[src/rtl/predictor_pkg.sv]
// Shared definitions for the gshare fetch predictor.
// Provides the 2-bit counter encodings, the saturating counter update and
// default table sizes used by gshare_fetch_predictor and btb_dm.
package predictor_pkg;

    localparam int unsigned GHR_BITS_DEF     = 8;
    localparam int unsigned BTB_IDX_BITS_DEF = 4;

    localparam logic [1:0] CNT_SNT = 2'b00;
    localparam logic [1:0] CNT_WNT = 2'b01;
    localparam logic [1:0] CNT_WT  = 2'b10;
    localparam logic [1:0] CNT_ST  = 2'b11;

    // Saturating 2-bit counter step towards the resolved outcome.
    function automatic logic [1:0] sat_update(input logic [1:0] cnt, input logic taken);
        logic [1:0] res;
        if (taken) begin
            res = (cnt == CNT_ST) ? CNT_ST : cnt + 2'd1;
        end else begin
            res = (cnt == CNT_SNT) ? CNT_SNT : cnt - 2'd1;
        end
        return res;
    endfunction

endpackage

[src/rtl/btb_dm.sv]
// Direct-mapped branch target buffer.
// Ports:
//   clk, reset            clock and synchronous active-high reset (clears valid bits only)
//   lookup_pc             fetch PC to look up
//   hit, target           entry valid with matching tag, and its stored target
//   wr_en, wr_pc,
//   wr_target             install/overwrite the entry for wr_pc
// Lookups see registered state only, so a same-cycle write is visible next cycle.
module btb_dm #(
    parameter int unsigned IDX_BITS = 4
) (
    input  logic        clk,
    input  logic        reset,
    input  logic [31:0] lookup_pc,
    output logic        hit,
    output logic [31:0] target,
    input  logic        wr_en,
    input  logic [31:0] wr_pc,
    input  logic [31:0] wr_target
);

    localparam int unsigned ENTRIES  = 2 ** IDX_BITS;
    localparam int unsigned TAG_BITS = 30 - IDX_BITS;

    logic [ENTRIES-1:0]  valid_q;
    logic [TAG_BITS-1:0] tag_q    [ENTRIES];
    logic [31:0]         target_q [ENTRIES];

    logic [IDX_BITS-1:0] lk_idx;
    logic [TAG_BITS-1:0] lk_tag;
    logic [IDX_BITS-1:0] wr_idx;
    logic [TAG_BITS-1:0] wr_tag;

    // Instructions are word aligned; the low PC bits carry no information.
    logic unused_pc_lsbs;
    assign unused_pc_lsbs = ^{lookup_pc[1:0], wr_pc[1:0]};

    assign lk_idx = lookup_pc[IDX_BITS+1:2];
    assign lk_tag = lookup_pc[31:IDX_BITS+2];
    assign wr_idx = wr_pc[IDX_BITS+1:2];
    assign wr_tag = wr_pc[31:IDX_BITS+2];

    assign hit    = valid_q[lk_idx] && (tag_q[lk_idx] == lk_tag);
    assign target = target_q[lk_idx];

    always_ff @(posedge clk) begin
        if (reset) begin
            valid_q <= '0;
        end else if (wr_en) begin
            valid_q[wr_idx] <= 1'b1;
        end
    end

    // Payload needs no reset: it is never used while the valid bit is clear.
    always_ff @(posedge clk) begin
        if (wr_en && !reset) begin
            tag_q[wr_idx]    <= wr_tag;
            target_q[wr_idx] <= wr_target;
        end
    end

endmodule

[src/rtl/gshare_fetch_predictor.sv]
// Fetch-stage PC generator with gshare direction prediction and a direct-mapped BTB.
// Ports:
//   clk, reset      clock and synchronous active-high reset
//   stall_F         hold PC_F
//   PC_F            registered fetch PC
//   PredTaken_F     taken prediction for PC_F
//   PHTIdx_F        PHT index used for PC_F, carried down the pipe to E
//   Resolve_E, PC_E, PHTIdx_E, Taken_E, Target_E   branch resolution / training
//   Redirect_E, CorrectPC_E                        misprediction restart
//   BranchCnt, MispredCnt   statistics, present only when PRED_STATS_EN is defined
// Optional feature macro: PRED_STATS_EN.
module gshare_fetch_predictor
    import predictor_pkg::*;
#(
    parameter int unsigned GHR_BITS     = GHR_BITS_DEF,
    parameter int unsigned BTB_IDX_BITS = BTB_IDX_BITS_DEF,
    parameter logic [31:0] RESET_PC     = 32'h0
) (
    input  logic                clk,
    input  logic                reset,
    input  logic                stall_F,
    output logic [31:0]         PC_F,
    output logic                PredTaken_F,
    output logic [GHR_BITS-1:0] PHTIdx_F,
    input  logic                Resolve_E,
    input  logic [31:0]         PC_E,
    input  logic [GHR_BITS-1:0] PHTIdx_E,
    input  logic                Taken_E,
    input  logic [31:0]         Target_E,
    input  logic                Redirect_E,
    input  logic [31:0]         CorrectPC_E
`ifdef PRED_STATS_EN
    ,
    output logic [31:0]         BranchCnt,
    output logic [31:0]         MispredCnt
`endif
);

    localparam int unsigned PHT_SIZE = 2 ** GHR_BITS;

    logic [31:0]         pc_q;
    logic [31:0]         pc_d;
    logic [GHR_BITS-1:0] ghr_q;
    logic [1:0]          pht_q [PHT_SIZE];

    logic                btb_hit;
    logic [31:0]         btb_target;
    logic [31:0]         pred_next;

    btb_dm #(
        .IDX_BITS (BTB_IDX_BITS)
    ) u_btb (
        .clk       (clk),
        .reset     (reset),
        .lookup_pc (pc_q),
        .hit       (btb_hit),
        .target    (btb_target),
        .wr_en     (Resolve_E && Taken_E),
        .wr_pc     (PC_E),
        .wr_target (Target_E)
    );

    assign PC_F        = pc_q;
    assign PHTIdx_F    = pc_q[GHR_BITS+1:2] ^ ghr_q;
    // Only redirect to a target we actually know; a taken counter without a BTB hit falls through.
    assign PredTaken_F = pht_q[PHTIdx_F][1] && btb_hit;
    assign pred_next   = PredTaken_F ? btb_target : pc_q + 32'd4;

    always_comb begin
        pc_d = pred_next;
        if (Redirect_E) begin
            pc_d = CorrectPC_E;
        end else if (stall_F) begin
            pc_d = pc_q;
        end
    end

    always_ff @(posedge clk) begin
        if (reset) begin
            pc_q  <= RESET_PC;
            ghr_q <= '0;
            for (int unsigned i = 0; i < PHT_SIZE; i++) begin
                pht_q[i] <= CNT_WNT;
            end
        end else begin
            pc_q <= pc_d;
            // Training is from resolved outcomes only, independent of stall.
            if (Resolve_E) begin
                pht_q[PHTIdx_E] <= sat_update(pht_q[PHTIdx_E], Taken_E);
                ghr_q           <= {ghr_q[GHR_BITS-2:0], Taken_E};
            end
        end
    end

`ifdef PRED_STATS_EN
    logic [31:0] branch_cnt_q;
    logic [31:0] mispred_cnt_q;

    always_ff @(posedge clk) begin
        if (reset) begin
            branch_cnt_q  <= '0;
            mispred_cnt_q <= '0;
        end else begin
            if (Resolve_E && (branch_cnt_q != 32'hFFFF_FFFF)) begin
                branch_cnt_q <= branch_cnt_q + 32'd1;
            end
            if (Resolve_E && Redirect_E && (mispred_cnt_q != 32'hFFFF_FFFF)) begin
                mispred_cnt_q <= mispred_cnt_q + 32'd1;
            end
        end
    end

    assign BranchCnt  = branch_cnt_q;
    assign MispredCnt = mispred_cnt_q;
`endif

endmodule

[config.mk]
export PLATFORM = sky130hd
export DESIGN_NAME = gshare_fetch_predictor
export DESIGN_NICKNAME = d
export VERILOG_FILES = /design/src/rtl/predictor_pkg.sv /design/src/rtl/btb_dm.sv /design/src/rtl/gshare_fetch_predictor.sv
export SDC_FILE = /design/constraint.sdc
export NUM_CORES = 2
export LEC_CHECK = 0
export BUFFER_PORTS_ARGS = -buffer_cell sky130_fd_sc_hd__buf_2
export CAP_MARGIN = 15
export CORE_MARGIN = 4
export CORE_UTILIZATION = 25
export CTS_BUF_LIST = sky130_fd_sc_hd__clkbuf_16
export DETAILED_ROUTE_END_ITERATION = 6
export PLACE_DENSITY = 0.43
export SETUP_SLACK_MARGIN = 0.02
export SYNTH_ARGS = -nofsm -noshare
export SYNTH_HDL_FRONTEND = slang
export SYNTH_SLANG_ARGS = --single-unit
[constraint.sdc]
create_clock -name clk -period 14.1 [get_ports clk]
set_clock_uncertainty 0.1 [all_clocks]
set_input_delay 1.41 -clock clk [delete_from_list [all_inputs] [get_ports clk]]
set_output_delay 1.41 -clock clk [all_outputs]
set_load 0.01 [all_outputs]
==> results by group <==
Floorplan
  – Die X: ~520 um
  – Core ar.: about 260000 sq um
  – Row cnt: approximately 190
  – Die height: around 520 um
  – Top Ports: 151
  – Die Footprint: 274000 sq um
  – Starting Density: 25.2%

Global route
  – Antenna violations before repair: 37
  – Pin count of the biggest net entering global routing: just over 90
  – Vias in the first global route: 38768
  – First-pass GRT wire length: roughly 300000 um
  – Grt ovf: 0
  – GR Util All Layers: between 15 and 20%

Route
  – Antenna viol nets, final: 0
  – Vias per cell: 4.94
  – WL met3: roughly 12000 um
  – Uppermost routed layer: met5
  – DRC: 0
  – Vias: 37693
  – M1 WL: 93800 um
  – First-iteration detailed-routing DRC count: about 3700
  – Routed wire length: about 220000 um
  – DR WL met2: 104000 um
  – Wire per inst: between 20 and 30 um
  – Number of detailed-route iterations in the first pass: 5

Timing
  – Max-slew headroom: 23.6%
  – Fin crit period: between 7 and 8 ns
  – Final period utilization: 53.3%
  – Worst-margin pin slew: ~1.1 ns
  – Setup tns final: 0 ns
  – F_max: 133 MHz
  – RSZ-0062 raised after global routing: no
  – Fin. max-slew vios: 0
  – Fin. Hold Viols: 0
  – Final setup fails: 0

Synth
  – Syn Std Cell Area: 66400 sq um
  – Syn_nets: 4008
  – Syn avg cell area: 17.0 sq um
  – Post-synthesis sequential area ratio: 67.0%
  – Yosys warns: 0
  – Post-synth top flop: edfxtp_1
  – Synth unique cells: 71
  – Synthesis-stage register bit count: 1500
  – Post-synth EDFFs: 1440
  – Gate Count Post-Synth: between 3000 and 4000
  – Async SR Flop Fraction: 0%

Run status
  – Status: complete, no violations

Worst setup path
  – Critical path class: in2reg
  – Crit path buf inv count: 5
  – WP data arrival: about 7.9 ns
  – Critical Path Sink Type: flop
  – CP required: 14.51 ns
  – Slowest-stage cell, CP: buf_4
  – Family with the most delay on the worst path: buffers and inverters
  – Cell mode on critical path: buf_4
  – CP Launch Type: input port
  – Crit-path cells: buf_6 > buf_4 > buf_4 > mux4_2 > mux4_2 > mux2i_1 > o311ai_0 > a311oi_1 > maj3_4 > buf_4 > buf_4 > nor3_1
  – Crit-path max FO: 78
  – CP max stage delay: 0.84 ns

Cells and area
  – Layout cells sized above 1: 25.9%
  – Final std cells w/o fill: about 7600
  – Area of the multi-input gates: approximately 20000 sq um
  – Fillers: 26109
  – Final Util: 29.1%
  – FF/Latch Area: 44500 sq um
  – Final nets: 4081
  – Area growth, synth to finish: 15.4%
  – Final Cell Area: 76600 sq um

Clock network
  – Root Buffer Master: clkbuf_16
  – Num CTS Buffers: 169
  – Clock buffer depth: 3
  – Reg clk slew, reported paths: 0.06 ns
  – Hold Buf Count CTS: 0
  – Post-cts gate resize count: 0
  – Post-CTS setup buffers: 0
  – H-tree levels: 4
  – CTS tree: built
  – Skew-Pair Late Insertion Delay: about 0.84 ns
  – Clock Sink Count: 1500

Pwr
  – Total power draw: 10.1 mW
  – Max VDD drop: between 0.0001 and 0.00015 V
  – Power per cell area: 132 nW/um^2
  – P_leak: 23.7 nW

Placement
  – # port buffers: around 150
  – Final HPWL DP: 123000 um
  – Gpl congestion: ~0.77
  – Dpl cell area: between 70000 and 80000 sq um
  – Number of instances in the placed design: 7313

Hold path
  – Hold WC Path Type: reg2reg

Run
  – Max_cap viols: 0
==> power by group <==
group | total (mW) | switching, mW | internal [mW]
logic | 0.857 | 0.546 | 0.312
registers | 4.98 | 0.0514 | 4.93
clock network | 4.30 | 1.92 | 2.39
==> flip-flops by register name, indices dropped and copies added (netlist names), named ones only <==
name,cells
pht_q,512
u_btb.target_q,512
u_btb.tag_q,416
PC_F,32
u_btb.valid_q,16
ghr_q,8
==> area by class of cell <==
| cell class | count | share of cell area, % |
|---|---|---|
| Antenna cell | 12 | 0.0392 |
| Inverter | 35 | 0.178 |
| Clock buffer | 169 | 5.52 |
| Tap cell | 3515 | 5.74 |
| Clock inverter | 136 | 1.53 |
| Sequential cell | 1500 | 58.1 |
| Timing Repair Buffer | 280 | 2.33 |
| Multi-Input combinational cell | 1984 | 26.6 |
==> path summary, 6_finish.rpt <==
kind / from / end / slack [ns] / cells past startpoint
worst max-delay path: PHTIdx_E[1] / pht_q[218][1]$_SDFFCE_PN0P_ / 6.59 / 12
worst min-delay path: u_btb.valid_q[15]$_SDFFE_PP0P_ / u_btb.valid_q[15]$_SDFFE_PP0P_ / 0.37 / 2
worst max register to register: flop / PC_F[1]$_SDFFE_PP0P_ / 8.00 / 12
worst min register to register: u_btb.valid_q[15]$_SDFFE_PP0P_ / u_btb.valid_q[15]$_SDFFE_PP0P_ / 0.37 / 2
==> stage by stage <==
| stage | setup WS [ns] | hold slack (ns) |
|---|---|---|
| 2_1_floorplan | 8.09 | 0.349 |
| 3_3_place_gp | 5.72 | 0.364 |
| 3_5_place_dp | 5.70 | 0.361 |
| 4_1_cts | 6.43 | 0.370 |
| 5_1_grt | 6.31 | 0.388 |
| 6_report | 6.59 | 0.370 |
==> per-layer routing <==
layer | track usage (%) | up-vias
li1 | - | 15926
met1 | 21.1 | 20262
met2 | 25.5 | 1170
met3 | 3.00 | 311
met4 | 3.78 | 24
met5 | 0 | -
==> synthesized netlist by cell type (3+ instances only) <==
master,number,area [sq um]
a211oi_1,5,37.5
a21o_1,192,1440
a21oi_1,40,200
a221o_1,7,70.1
a221oi_1,11,96.3
a22o_1,4,35.0
a22oi_1,15,113
a311oi_1,6,52.6
a31oi_1,4,25.0
and3_1,39,244
and4_1,3,26.3
buf_1,12,45.0
buf_2,110,551
buf_4,11,82.6
buf_6,14,158
clkbuf_1,229,860
dfxtp_1,60,1200
edfxtp_1,1440,43200
inv_1,32,120
mux2i_1,115,1150
mux4_2,484,10900
nand2_1,120,450
nand2b_1,67,419
nand3_1,283,1420
nand3b_1,3,22.5
nand4_1,13,81.3
nor2_1,136,510
nor2b_1,16,100
nor3_1,230,1150
nor4_1,5,31.3
o211ai_1,5,37.5
o21ai_0,16,80.1
o21bai_1,15,113
o221ai_1,3,26.3
o22ai_1,46,288
or2_2,10,62.6
or3_1,4,25.0
xnor2_1,38,333
xor2_1,13,114
==> kinds of logic (layout without fill, tap and decap cells) <==
logic type / count (synthesis) / after routing / share of synthesized area (%)
flops: 1500 / 1500 / 67.0
compound gates: 389 / 389 / 4.23
simple gates: 938 / 938 / 6.98
mux: 602 / 602 / 18.2
xor+xnor: 52 / 52 / 0.715
buf+inv: 413 / 620 / 2.80
fa+ha+maj: 3 / 3 / 0.0509
other cells: 0 / 12 / 0
==> cells in the final DEF (no fill, tap or decap), types with 15 or more instances in the layout <==
| cell type | instances |
|---|---|
| a21oi_1 | 40 |
| nor3_1 | 218 |
| o22ai_1 | 46 |
| edfxtp_1 | 1440 |
| and3_1 | 37 |
| nand2b_1 | 67 |
| mux4_2 | 484 |
| nand3_1 | 280 |
| buf_4 | 130 |
| buf_2 | 145 |
| clkbuf_16 | 169 |
| xnor2_1 | 38 |
| o21bai_1 | 15 |
| a21o_1 | 192 |
| inv_1 | 70 |
| clkinv_1 | 49 |
| clkinv_2 | 22 |
| a22oi_1 | 15 |
| nor2b_1 | 15 |
| nand2_1 | 119 |
| dfxtp_1 | 56 |
| nor2_1 | 107 |
| o21ai_0 | 16 |
| mux2i_1 | 115 |
| nor2_4 | 20 |
==> worst reg2reg max path, delay by kind of cell, from the launching register on <==
family                 cells  cell delay [ns]
AND/OR/NAND/NOR            6             2.82
buffers and inverters      3             1.48
AO/OA/AOI/OAI              3             0.85
flip-flops                 1             0.80
Power figures use the tool's default switching activity.
